### src/rtl/seg7_scan_driver.sv
// Multiplexed seven-segment scan driver with double-buffered digit data.
// A shadow buffer collects loads at any time; it is promoted to the active
// buffer only at the end of a scan frame, so a frame never shows mixed data.
module seg7_scan_driver #(
    parameter int unsigned NUM_DIGITS  = 4,
    parameter int unsigned REFRESH_DIV = 50000
) (
    input  logic                    clk,
    input  logic                    rst,
    input  logic                    load,
    input  logic [4*NUM_DIGITS-1:0] data_in,
    input  logic [NUM_DIGITS-1:0]   dp_in,
    input  logic [NUM_DIGITS-1:0]   digit_en,
    input  logic                    lz_blank,
    output logic [7:0]              seg,
    output logic [NUM_DIGITS-1:0]   an,
    output logic                    frame_done
);

    localparam int unsigned CNT_W = $clog2(REFRESH_DIV);
    localparam int unsigned IDX_W = (NUM_DIGITS > 1) ? $clog2(NUM_DIGITS) : 1;

    logic [CNT_W-1:0]        cnt_q, cnt_d;
    logic [IDX_W-1:0]        idx_q, idx_d;
    logic [4*NUM_DIGITS-1:0] act_data_q, act_data_d, sh_data_q, sh_data_d;
    logic [NUM_DIGITS-1:0]   act_dp_q, act_dp_d, sh_dp_q, sh_dp_d;
    logic [NUM_DIGITS-1:0]   act_en_q, act_en_d, sh_en_q, sh_en_d;
    logic                    pend_q, pend_d;
    logic [7:0]              seg_q, seg_d;
    logic [NUM_DIGITS-1:0]   an_q, an_d;

    logic                    tick, wrap;
    logic [NUM_DIGITS-1:0]   zero_above;
    logic                    zacc;
    logic [3:0]              cur_nib;
    logic                    blank;

    // Active-low a..g pattern for one hex nibble; seg[6] is segment a.
    function automatic logic [6:0] hex_to_seg(input logic [3:0] nib);
        logic [6:0] s;
        case (nib)
            4'h0:    s = 7'b0000001;
            4'h1:    s = 7'b1001111;
            4'h2:    s = 7'b0010010;
            4'h3:    s = 7'b0000110;
            4'h4:    s = 7'b1001100;
            4'h5:    s = 7'b0100100;
            4'h6:    s = 7'b0100000;
            4'h7:    s = 7'b0001111;
            4'h8:    s = 7'b0000000;
            4'h9:    s = 7'b0000100;
            4'hA:    s = 7'b0001000;
            4'hB:    s = 7'b1100000;
            4'hC:    s = 7'b0110001;
            4'hD:    s = 7'b1000010;
            4'hE:    s = 7'b0110000;
            default: s = 7'b0111000;
        endcase
        return s;
    endfunction

    // Prescaler, digit index and buffer next-state.
    always_comb begin
        tick       = (cnt_q == CNT_W'(REFRESH_DIV - 1));
        wrap       = tick && (idx_q == IDX_W'(NUM_DIGITS - 1));
        cnt_d      = tick ? '0 : cnt_q + 1'b1;
        idx_d      = idx_q;
        if (tick) begin
            idx_d = wrap ? '0 : idx_q + 1'b1;
        end
        act_data_d = act_data_q;
        act_dp_d   = act_dp_q;
        act_en_d   = act_en_q;
        sh_data_d  = sh_data_q;
        sh_dp_d    = sh_dp_q;
        sh_en_d    = sh_en_q;
        pend_d     = pend_q;
        if (wrap) begin
            if (pend_q) begin
                act_data_d = sh_data_q;
                act_dp_d   = sh_dp_q;
                act_en_d   = sh_en_q;
            end
            pend_d = 1'b0;
        end
        // A load on the wrap cycle lands in shadow and waits for the next frame.
        if (load) begin
            sh_data_d = data_in;
            sh_dp_d   = dp_in;
            sh_en_d   = digit_en;
            pend_d    = 1'b1;
        end
    end

    // Blanking decision and registered segment/anode drive for the current slot.
    always_comb begin
        zero_above = '0;
        zacc       = 1'b1;
        for (int i = NUM_DIGITS - 1; i >= 0; i--) begin
            zacc          = zacc && (act_data_q[4*i +: 4] == 4'h0);
            zero_above[i] = zacc;
        end
        cur_nib = act_data_q[{idx_q, 2'b00} +: 4];
        blank   = !act_en_q[idx_q] ||
                  (lz_blank && (idx_q != '0) && zero_above[idx_q]);
        seg_d   = blank ? 8'hFF : {~act_dp_q[idx_q], hex_to_seg(cur_nib)};
        an_d    = '1;
        for (int i = 0; i < NUM_DIGITS; i++) begin
            an_d[i] = !(!blank && (idx_q == IDX_W'(i)));
        end
    end

    // State registers with synchronous reset.
    always_ff @(posedge clk) begin
        if (rst) begin
            cnt_q      <= '0;
            idx_q      <= '0;
            act_data_q <= '0;
            act_dp_q   <= '0;
            act_en_q   <= '0;
            sh_data_q  <= '0;
            sh_dp_q    <= '0;
            sh_en_q    <= '0;
            pend_q     <= 1'b0;
            seg_q      <= 8'hFF;
            an_q       <= '1;
        end else begin
            cnt_q      <= cnt_d;
            idx_q      <= idx_d;
            act_data_q <= act_data_d;
            act_dp_q   <= act_dp_d;
            act_en_q   <= act_en_d;
            sh_data_q  <= sh_data_d;
            sh_dp_q    <= sh_dp_d;
            sh_en_q    <= sh_en_d;
            pend_q     <= pend_d;
            seg_q      <= seg_d;
            an_q       <= an_d;
        end
    end

    assign seg        = seg_q;
    assign an         = an_q;
    assign frame_done = wrap && !rst;

endmodule

### config.mk
export PLATFORM = sky130hd
export DESIGN_NAME = seg7_scan_driver
export DESIGN_NICKNAME = d
export VERILOG_FILES = /design/src/rtl/seg7_scan_driver.sv
export SDC_FILE = /design/constraint.sdc
export NUM_CORES = 1
export LEC_CHECK = 0
export CAP_MARGIN = 20
export CORE_MARGIN = 4
export CORE_UTILIZATION = 40
export DETAILED_ROUTE_END_ITERATION = 7
export GPL_TIMING_DRIVEN = 0
export PLACE_DENSITY_LB_ADDON = 0.25
export SLEW_MARGIN = 0
export SYNTH_ARGS = -nofsm -noshare
export SYNTH_HDL_FRONTEND = slang
export SYNTH_SLANG_ARGS = --single-unit
### constraint.sdc
create_clock -name clk -period 3.9 [get_ports clk]
set_input_delay 0.39 -clock clk [delete_from_list [all_inputs] [get_ports clk]]
set_output_delay 0.39 -clock clk [all_outputs]
set_load 0.005 [all_outputs]
== Word level (Yosys, flattened, before mapping) ==
Memory sizes are Yosys's and may differ from the RTL's. A register that Yosys moved wholly into a read port is not among the register bits.
Index checks and enable logic that the tools add are counted.

* Output and inout bits: 13
* Memories: 1
* Bits in registers: 79
* Input bits: 28
* Memory bits (read-only): 112
* Logic and storage cells: 59

{| class="wikitable"
|+ Memories
! name !! depth !! width !! read ports !! clocked after Yosys merged registers in !! write ports !! RTL line !! RTL
|-
| (no name shown) || 16 || 7 || 1 || 1 || 0 || 41 || <nowiki>case (nib)</nowiki>
|}

* Add/sub/neg operators: 2
* $lt $le $gt $ge: 1
* Reduce and logical (&&, ||, !) cells: 29
* Eq/ne operators: 4
* Multiplexer cells: 9
* Shifts and indexed selects: 1
* Bitwise operators: 1

{| class="wikitable"
|+ Operator list
! cell !! number
|-
| $add A16 B1 Y16 const B || 1
|-
| $eq A16 B16 Y1 const B || 1
|-
| $logic_not A4 Y1 || 4
|-
| $shiftx A16 B5 Y4 || 1
|-
| $logic_and A1 B1 Y1 || 11
|-
| $logic_not A1 Y1 || 7
|-
| $bmux W1 S2 || 3
|-
| $mux W1 || 5
|-
| $eq A2 B2 Y1 const B || 2
|-
| $reduce_bool A2 Y1 || 2
|-
| $reduce_or A2 Y1 || 2
|-
| $lt A2 B3 Y1 const B || 1
|-
| $add A2 B1 Y2 const B || 1
|-
| $eq A2 B1 Y1 const B || 1
|-
| $logic_not A2 Y1 || 1
|-
| $mux W2 || 1
|-
| $reduce_and A2 Y1 || 1
|-
| $logic_or A1 B1 Y1 || 1
|-
| $not A1 Y1 || 1
|}

== Depth between registers and ports, before layout ==
Gate-level depths: netlist of the first run.

* Depth in word-level cells: 11
* Depth in mapped cells: 8
* Mapped depth without buffers: 7

== Worst setup path before layout of the first run ==
Ideal clock, no wire load.

* Kind: register to register
* From: reg cnt_q[11]
* To: reg act_data_q[10]
* Data arrival time: 1875 ps
* Period minus slack after synthesis: 2008 ps
* Library setup time: 132 ps
* Cell stages (with the launch flop): 7
* Data required time: 3768 ps
* Buffers on the path: 2
* Path slack: 1892 ps
* Cells stage by stage: dfxtp_1 -> or4b_4 -> or4_4 -> buf_6 -> buf_6 -> o21ai_0 -> a21oi_1

* Cells in the longest elaborated chain, start to end: 3

{| class="wikitable"
|+ RTL lines
! element !! RTL line !! RTL
|-
| start, declared || 23 || <nowiki>logic [CNT_W-1:0] cnt_q, cnt_d;</nowiki>
|-
| start signal, assigned || 128 || <nowiki>cnt_q <= cnt_d;</nowiki>
|-
| $eq A16 B16 Y1 || 64 || <nowiki>tick = (cnt_q == CNT_W'(REFRESH_DIV - 1));</nowiki>
|-
| $logic_and A1 B1 Y1 || 65 || <nowiki>wrap = tick && (idx_q == IDX_W'(NUM_DIGITS - 1));</nowiki>
|-
| $reduce_and A2 Y1 (no line) || n/a ||
|-
| end signal, assigned || 130 || <nowiki>act_data_q <= act_data_d;</nowiki>
|-
| end, declared || 25 || <nowiki>logic [4*NUM_DIGITS-1:0] act_data_q, act_data_d, sh_data_q, sh_data_d;</nowiki>
|}

No other way between the ends.
A chain may end at the register's enable or synchronous reset.

== Worst setup path in the final report of the first run ==
* From: reg cnt_q[0]
* To: out frame_done

* Cells in the longest elaborated chain, start to end: 3

{| class="wikitable"
|+ RTL lines
! element !! RTL line !! RTL
|-
| $eq A16 B16 Y1 || 64 ||
|-
| $logic_and A1 B1 Y1 || 65 ||
|-
| $logic_and A1 B1 Y1 || 144 || <nowiki>assign frame_done = wrap && !rst;</nowiki>
|-
| end, declared || 17 || <nowiki>output logic frame_done</nowiki>
|}

No other way between the ends.

==> results.sh, run 1 <==
export IMPL_synth_simple_area_share_pct=18.99
export IMPL_cts_inserted_buffers=9
export IMPL_irDropWorstVdd_mv=0.2035
export IMPL_post_cts_resize_count=0
export IMPL_switchingPower_mw=0.3396
export IMPL_cp_start_kind="register"
export IMPL_powerDensity_mw_per_mm2=385.5
export IMPL_core_area_mm2=0.008299
export IMPL_crit_slowest_cell="clkdlybuf4s50_1"
export IMPL_hold_class="in -> reg"
export IMPL_outcome="finished, final reports clean"
export IMPL_p_int_mw=1.282
export IMPL_synth_cell_types=38
export IMPL_fmax_mhz=392.9
export IMPL_row_count=33
export IMPL_setup_slack_ns=1.355
export IMPL_detail_route_first_pass_iterations=4
export IMPL_dpl_worst_slack_ns=1.633
export IMPL_maxSlewHeadroom_pct=50.09
export IMPL_insertion_delay_ns=0.36
export IMPL_fill_cells=801
export IMPL_die_area_mm2=0.01018
export IMPL_timing_final_crit_share_pct=65.26
export IMPL_antenna_found_initial=0
export IMPL_clock_skew_ns=0.01295
export IMPL_wl_met2_um=3600
export IMPL_fin_tns_setup_ns=0
export IMPL_crit_chain="ha_1 > nand3_1 > nor2_1 > nand3_1 > nor2_1 > clkdlybuf4s50_1"
export IMPL_cts_tree="done"
export IMPL_cts_path_max_buffers=2
export IMPL_routabilityCongestion=0.8192
export IMPL_clkTransAtPathRegs_ns=0.08
export IMPL_start_util_pct=41.60
export IMPL_drt_total_wl_um=7362
export IMPL_leakage_nw=1.489
export IMPL_cap_viol_max_count=0
export IMPL_yosys_area_share_xor_xnor_pct=3.806
export IMPL_crit_fanout=9
export IMPL_grt_pass1_vias=2663
export IMPL_drtIter0Drc=102
export IMPL_cts_htree_levels=3
export IMPL_synth_top_area_share_pct=45.81
export IMPL_synth_top_family_by_area="simple AND/OR/NAND/NOR gates"
export IMPL_hpwl_um=5433
export IMPL_worstHoldEndpoint="act_en_q[1]"
export IMPL_postRouteAntennaNets=0
export IMPL_netlist_area_mm2=0.003452
export IMPL_cp_end_kind="output pin"
export IMPL_cts_root_buffer="clkbuf_8"
export IMPL_nNetsFinal=457
export IMPL_synth_compound_area_share_pct=9.532
export IMPL_wl_met3_um=238
export IMPL_grt_usage_pct=15.82
export IMPL_reg2reg_depth=8
export IMPL_ys_ff_latch=79
export IMPL_report_final_slew_viol_count=0
export IMPL_syn_avg_cell_area_um2=9.355
export IMPL_viasPerCell=5.138
export IMPL_reg2reg_slack_ns=1.63
export IMPL_final_cell_mix="79 x dfxtp_1, 47 x nor2_1, 38 x nand3_1, 38 x clkdlybuf4s50_1, 28 x a21oi_1"
export IMPL_die_y_um=100.9
export IMPL_syn_instance_count=369
export IMPL_muxShareOfSynthArea_pct=12.40
export IMPL_vias=2713
export IMPL_combPwrFrac_pct=4.7
export IMPL_rsz0062_at_grt="false"
export IMPL_synth_fa_ha_area_share_pct=3.987
export IMPL_port_buffers=38
export IMPL_fp_dieW_um=100.9
export IMPL_hold_ws_ns=0.4036
export IMPL_syn2layout_area_growth_pct=21.82
export IMPL_synth_area_leader_cell="dfxtp_1"
export IMPL_synthArstFlopShare_pct=0
export IMPL_swShare_pct=20.95
export IMPL_grt_max_degree=14
export IMPL_synthFlopType="dfxtp_1"
export IMPL_num_io_pins=41
export IMPL_rr_startpoint="idx_q[0]"
export IMPL_synth_nets=408
export IMPL_overflow=0
export IMPL_period_minus_slack_ns=2.545
export IMPL_routed_top_layer="met4"
export IMPL_rr_endpoint="seg[5]"
export IMPL_clock_sinks=79
export IMPL_wl_met1_um=3375
export IMPL_worstSetupStartpoint="cnt_q[0]"
export IMPL_fin_util_pct=50.67
export IMPL_hold_viol=0
export IMPL_drive_above_1_share_pct=8.983
export IMPL_ys_warn_count=0
export IMPL_slowest_delay_ns=0.51
export IMPL_seq_power_share_pct=51.5
export IMPL_crit_arrival_ns=2.16
export IMPL_ctsHoldBuffers=0
export IMPL_holdPathStages=2
export IMPL_synth_enable_flop_cells=0
export IMPL_layout_commonest_cell="dfxtp_1"
export IMPL_setup_viol=0
export IMPL_worst_pin_slew_ns=0.7486
export IMPL_worstHoldStart="rst"
export IMPL_drc_errors=0
export IMPL_grt_first_pass_wirelength_um=12720
export IMPL_crit_type="reg -> out"
export IMPL_postCtsSetupBuffers=0
export IMPL_crit_required_ns=3.51
export IMPL_num_antenna_cells=0
export IMPL_ys_seq_area_share_pct=45.81
export IMPL_synthTopCellsByArea="dfxtp_1 46%, mux2i_1 7.8%, nand3_1 5.5%"
export IMPL_p_clk_share_pct=43.8
export IMPL_wl_per_cell_um=13.94
==> power by group through the flow <==
stage          clock [mW]  combinational, mW  sequential [mW]
6_report            0.710             0.0766            0.835
4_1_cts             0.727             0.0780            0.835
5_1_grt             0.769             0.0862            0.837
3_3_place_gp            0             0.0764            0.854
2_1_floorplan           0             0.0426            0.850
3_5_place_dp            0             0.0776            0.854
==> layout make-up <==
| type | count | area, um2 | share of cell area, % |
|---|---|---|---|
| Multi-Input combinational cell | 251 | 1682 | 39.99 |
| Clock inverter | 4 | 76.32 | 1.815 |
| Inverter | 12 | 45.04 | 1.071 |
| Timing Repair Buffer | 38 | 380.4 | 9.045 |
| Clock buffer | 12 | 165.2 | 3.927 |
| Sequential cell | 79 | 1582 | 37.61 |
| Tap cell | 105 | 131.4 | 3.124 |
| Buffer | 27 | 143.9 | 3.422 |
==> stage by stage <==
stage | std cells | power [mW] | cell area (um2)
floorplan | 369 | 0.8929 | 3452
global placement | 512 | 0.9301 | 3964
detailed placement | 512 | 0.9315 | 3964
CTS | 528 | 1.640 | 4205
global route | 528 | 1.692 | 4205
finish | 528 | 1.621 | 4205
==> routing by layer <==
layer / vias up / GRT usage [%]
li1: 1391 / -
met1: 1275 / 20.44
met2: 35 / 25.42
met3: 12 / 3.391
met4: 0 / 6.953
met5: - / 0
==> worst max-delay path, delay by kind of cell (launching register included) <==
kind	cells	cell delay, ns
adder cells (fa/ha/maj)	1	0.20
buffers and inverters	1	0.51
flip-flops	1	0.37
AND/OR/NAND/NOR	4	0.71
==> kinds of logic after synthesis <==
kind of cell | count (synthesis)
DFF | 79
and+or+nand+nor | 129
xor gates and xnor gates | 15
muxes | 35
AOI/OAI and AO/OA | 61
buffers and inverters | 39
adders and majority gates | 11
==> synth_stat cells (all sizes together), types with 2 or more instances <==
cell type	number
nor2	47
o2111ai	2
nor4	10
nand2b	2
nand2	12
nand4	5
mux2i	27
ha	11
clkbuf	18
mux2	2
buf	9
nor3	3
o21ai	26
nand3	38
nor2b	2
xnor2	14
a21oi	28
mux4	6
inv	12
dfxtp	79
or4bb	2
==> flip-flops by register name, summed over array words and instances, names as in the netlist <==
| signal | count |
|---|---|
| act_data_q | 16 |
| cnt_q | 16 |
| sh_data_q | 16 |
| seg | 8 |
| act_dp_q | 4 |
| act_en_q | 4 |
| an | 4 |
| sh_dp_q | 4 |
| sh_en_q | 4 |
| idx_q | 2 |
| pend_q | 1 |
==> how the worst max path moves through the flow <==
stage	endpoint	depth (start not counted)
after detailed placement	seg[5]	8
after global placement	seg[5]	8
after CTS	frame_done	6
after floorplan	act_data_q[10]	6
final	frame_done	6
after global routing	frame_done	6
Power figures use the tool's default switching activity.
==> run 2: changes to the inputs <==
clock period = 2.4 ns   (was 3.9 ns; I/O delays follow)
==> results.sh, run 2 (synthesis gave the netlist of run 1 again) <==
export IMPL_outcome="finished, final reports clean"
export IMPL_crit_arrival_ns=2.08
export IMPL_swShare_pct=20.96
export IMPL_clkTransAtPathRegs_ns=0.08
export IMPL_period_minus_slack_ns=2.318
export IMPL_cts_root_buffer="clkbuf_8"
export IMPL_syn2layout_area_growth_pct=22.11
export IMPL_crit_required_ns=2.16
export IMPL_drt_total_wl_um=7371
export IMPL_port_buffers=38
export IMPL_drtIter0Drc=103
export IMPL_vias=2729
export IMPL_hold_class="in -> reg"
export IMPL_grt_max_degree=14
export IMPL_irDropWorstVdd_mv=0.3313
export IMPL_viasPerCell=5.169
export IMPL_fmax_mhz=431.4
export IMPL_core_area_mm2=0.008299
export IMPL_detail_route_first_pass_iterations=4
export IMPL_routabilityCongestion=0.8192
export IMPL_rsz0062_at_grt="false"
export IMPL_slowest_delay_ns=0.57
export IMPL_cts_tree="done"
export IMPL_timing_final_crit_share_pct=96.59
export IMPL_overflow=0
export IMPL_row_count=33
export IMPL_clock_skew_ns=0.01316
export IMPL_switchingPower_mw=0.5523
export IMPL_grt_pass1_vias=2663
export IMPL_start_util_pct=41.60
export IMPL_postRouteAntennaNets=0
export IMPL_layout_commonest_cell="dfxtp_1"
export IMPL_cap_viol_max_count=0
export IMPL_postCtsSetupBuffers=0
export IMPL_p_clk_share_pct=43.8
export IMPL_top_regs="act_data_q (16), cnt_q (16), sh_data_q (16)"
export IMPL_p_int_mw=2.083
export IMPL_cp_end_kind="output pin"
export IMPL_fin_tns_setup_ns=0
export IMPL_leakage_nw=1.489
export IMPL_regArea_mm2=0.001584
export IMPL_cp_common_cell="nor2_1"
export IMPL_setup_viol=0
export IMPL_maxSlewHeadroom_pct=49.36
export IMPL_cts_inserted_buffers=9
export IMPL_grt_usage_pct=15.82
export IMPL_grt_first_pass_wirelength_um=12720
export IMPL_cp_top_family="simple AND/OR/NAND/NOR gates"
export IMPL_cts_path_max_buffers=2
export IMPL_antenna_found_initial=0
export IMPL_insertion_delay_ns=0.36
export IMPL_crit_slowest_cell="or4b_4"
export IMPL_fp_dieW_um=100.9
export IMPL_drive_above_1_share_pct=9.693
export IMPL_wl_per_cell_um=13.96
export IMPL_worst_pin_slew_ns=0.7596
export IMPL_report_final_slew_viol_count=0
export IMPL_crit_fanout=4
export IMPL_hpwl_um=5433
export IMPL_fill_cells=798
export IMPL_die_area_mm2=0.01018
export IMPL_nNetsFinal=457
export IMPL_seq_power_share_pct=51.5
export IMPL_num_antenna_cells=0
export IMPL_final_cell_mix="77 x dfxtp_1, 47 x nor2_1, 38 x clkdlybuf4s50_1"
export IMPL_ctsHoldBuffers=0
export IMPL_multiInputGateArea_mm2=0.001687
export IMPL_powerDensity_mw_per_mm2=625.1
export IMPL_cts_htree_levels=3
export IMPL_crit_type="reg -> out"
export IMPL_fin_util_pct=50.79
export IMPL_num_io_pins=41
export IMPL_crit_chain="or4b_4 > nor2_1 > nand3_1 > nor2_1 > clkdlybuf4s50_1"
export IMPL_hold_viol=0
export IMPL_clock_sinks=79
export IMPL_combPwrFrac_pct=4.7
export IMPL_cp_start_kind="register"
export IMPL_drc_errors=0
export IMPL_die_y_um=100.9
export IMPL_critPathBufInv=1
## run 2: worst paths after layout
kind	slack (ns)	depth (start not counted)	start	to
max	0.08	5	cnt_q[13]	frame_done
max reg2reg	0.16	8	idx_q[1]	seg[5]
min	0.25	2	rst	act_en_q[1]
min reg2reg	0.46	2	sh_en_q[2]	act_en_q[2]
## run 2: final cells by class
cell class,count,area share [%]
clock inverters,4,1.811
plain buffers,27,3.473
well taps,105,3.117
clock buffers,12,3.918
multi-input cells,251,40.01
flip-flops and latches,79,37.58
inverters,12,1.069
repair buffers,38,9.023
## run 2: what timing repair did
action,CTS,global route
setup endpoints to repair,1,2
cloned,0,0
pin swaps,0,0
resized for setup,1,3
## run 2: through the flow
| step | hold slack (ns) | instance area [um2] | power (mW) | instances | worst slack (ns) |
|---|---|---|---|---|---|
| 6_report | 0.2526 | 4215 | 2.635 | 528 | 0.08183 |
| 5_1_grt | 0.2929 | 4215 | 2.750 | 528 | 0.01143 |
| 4_1_cts | 0.2429 | 4210 | 2.665 | 528 | 0.02940 |
| 3_5_place_dp | 0.4466 | 3964 | 1.514 | 512 | 0.1332 |
| 3_3_place_gp | 0.4449 | 3964 | 1.511 | 512 | 0.1452 |
| 2_1_floorplan | 0.3871 | 3452 | 1.451 | 369 | 0.3924 |
## run 2: power by group through the flow
stage | logic [mW] | registers, mW | clock network (mW)
CTS | 0.127 | 1.36 | 1.18
floorplan | 0.0693 | 1.38 | 0
detailed placement | 0.126 | 1.39 | 0
global route | 0.140 | 1.36 | 1.25
global placement | 0.124 | 1.39 | 0
finish | 0.125 | 1.36 | 1.15
## run 2: worst register-to-register path, stage by stage, from the launching register on
cell and delay, ns:
dfxtp_1 0.36, clkbuf_1 0.43, mux4_2 0.46, inv_1 0.16
ha_1 0.25, inv_1 0.08, mux2i_1 0.07, a32oi_1 0.19
nand3_1 0.10
## run 2: routing by layer
metal | wire length [um] | track usage (%)
met5 | 0 | 0
met2 | 3572 | 25.42
met4 | 147 | 6.953
met1 | 3391 | 20.44
met3 | 260 | 3.391
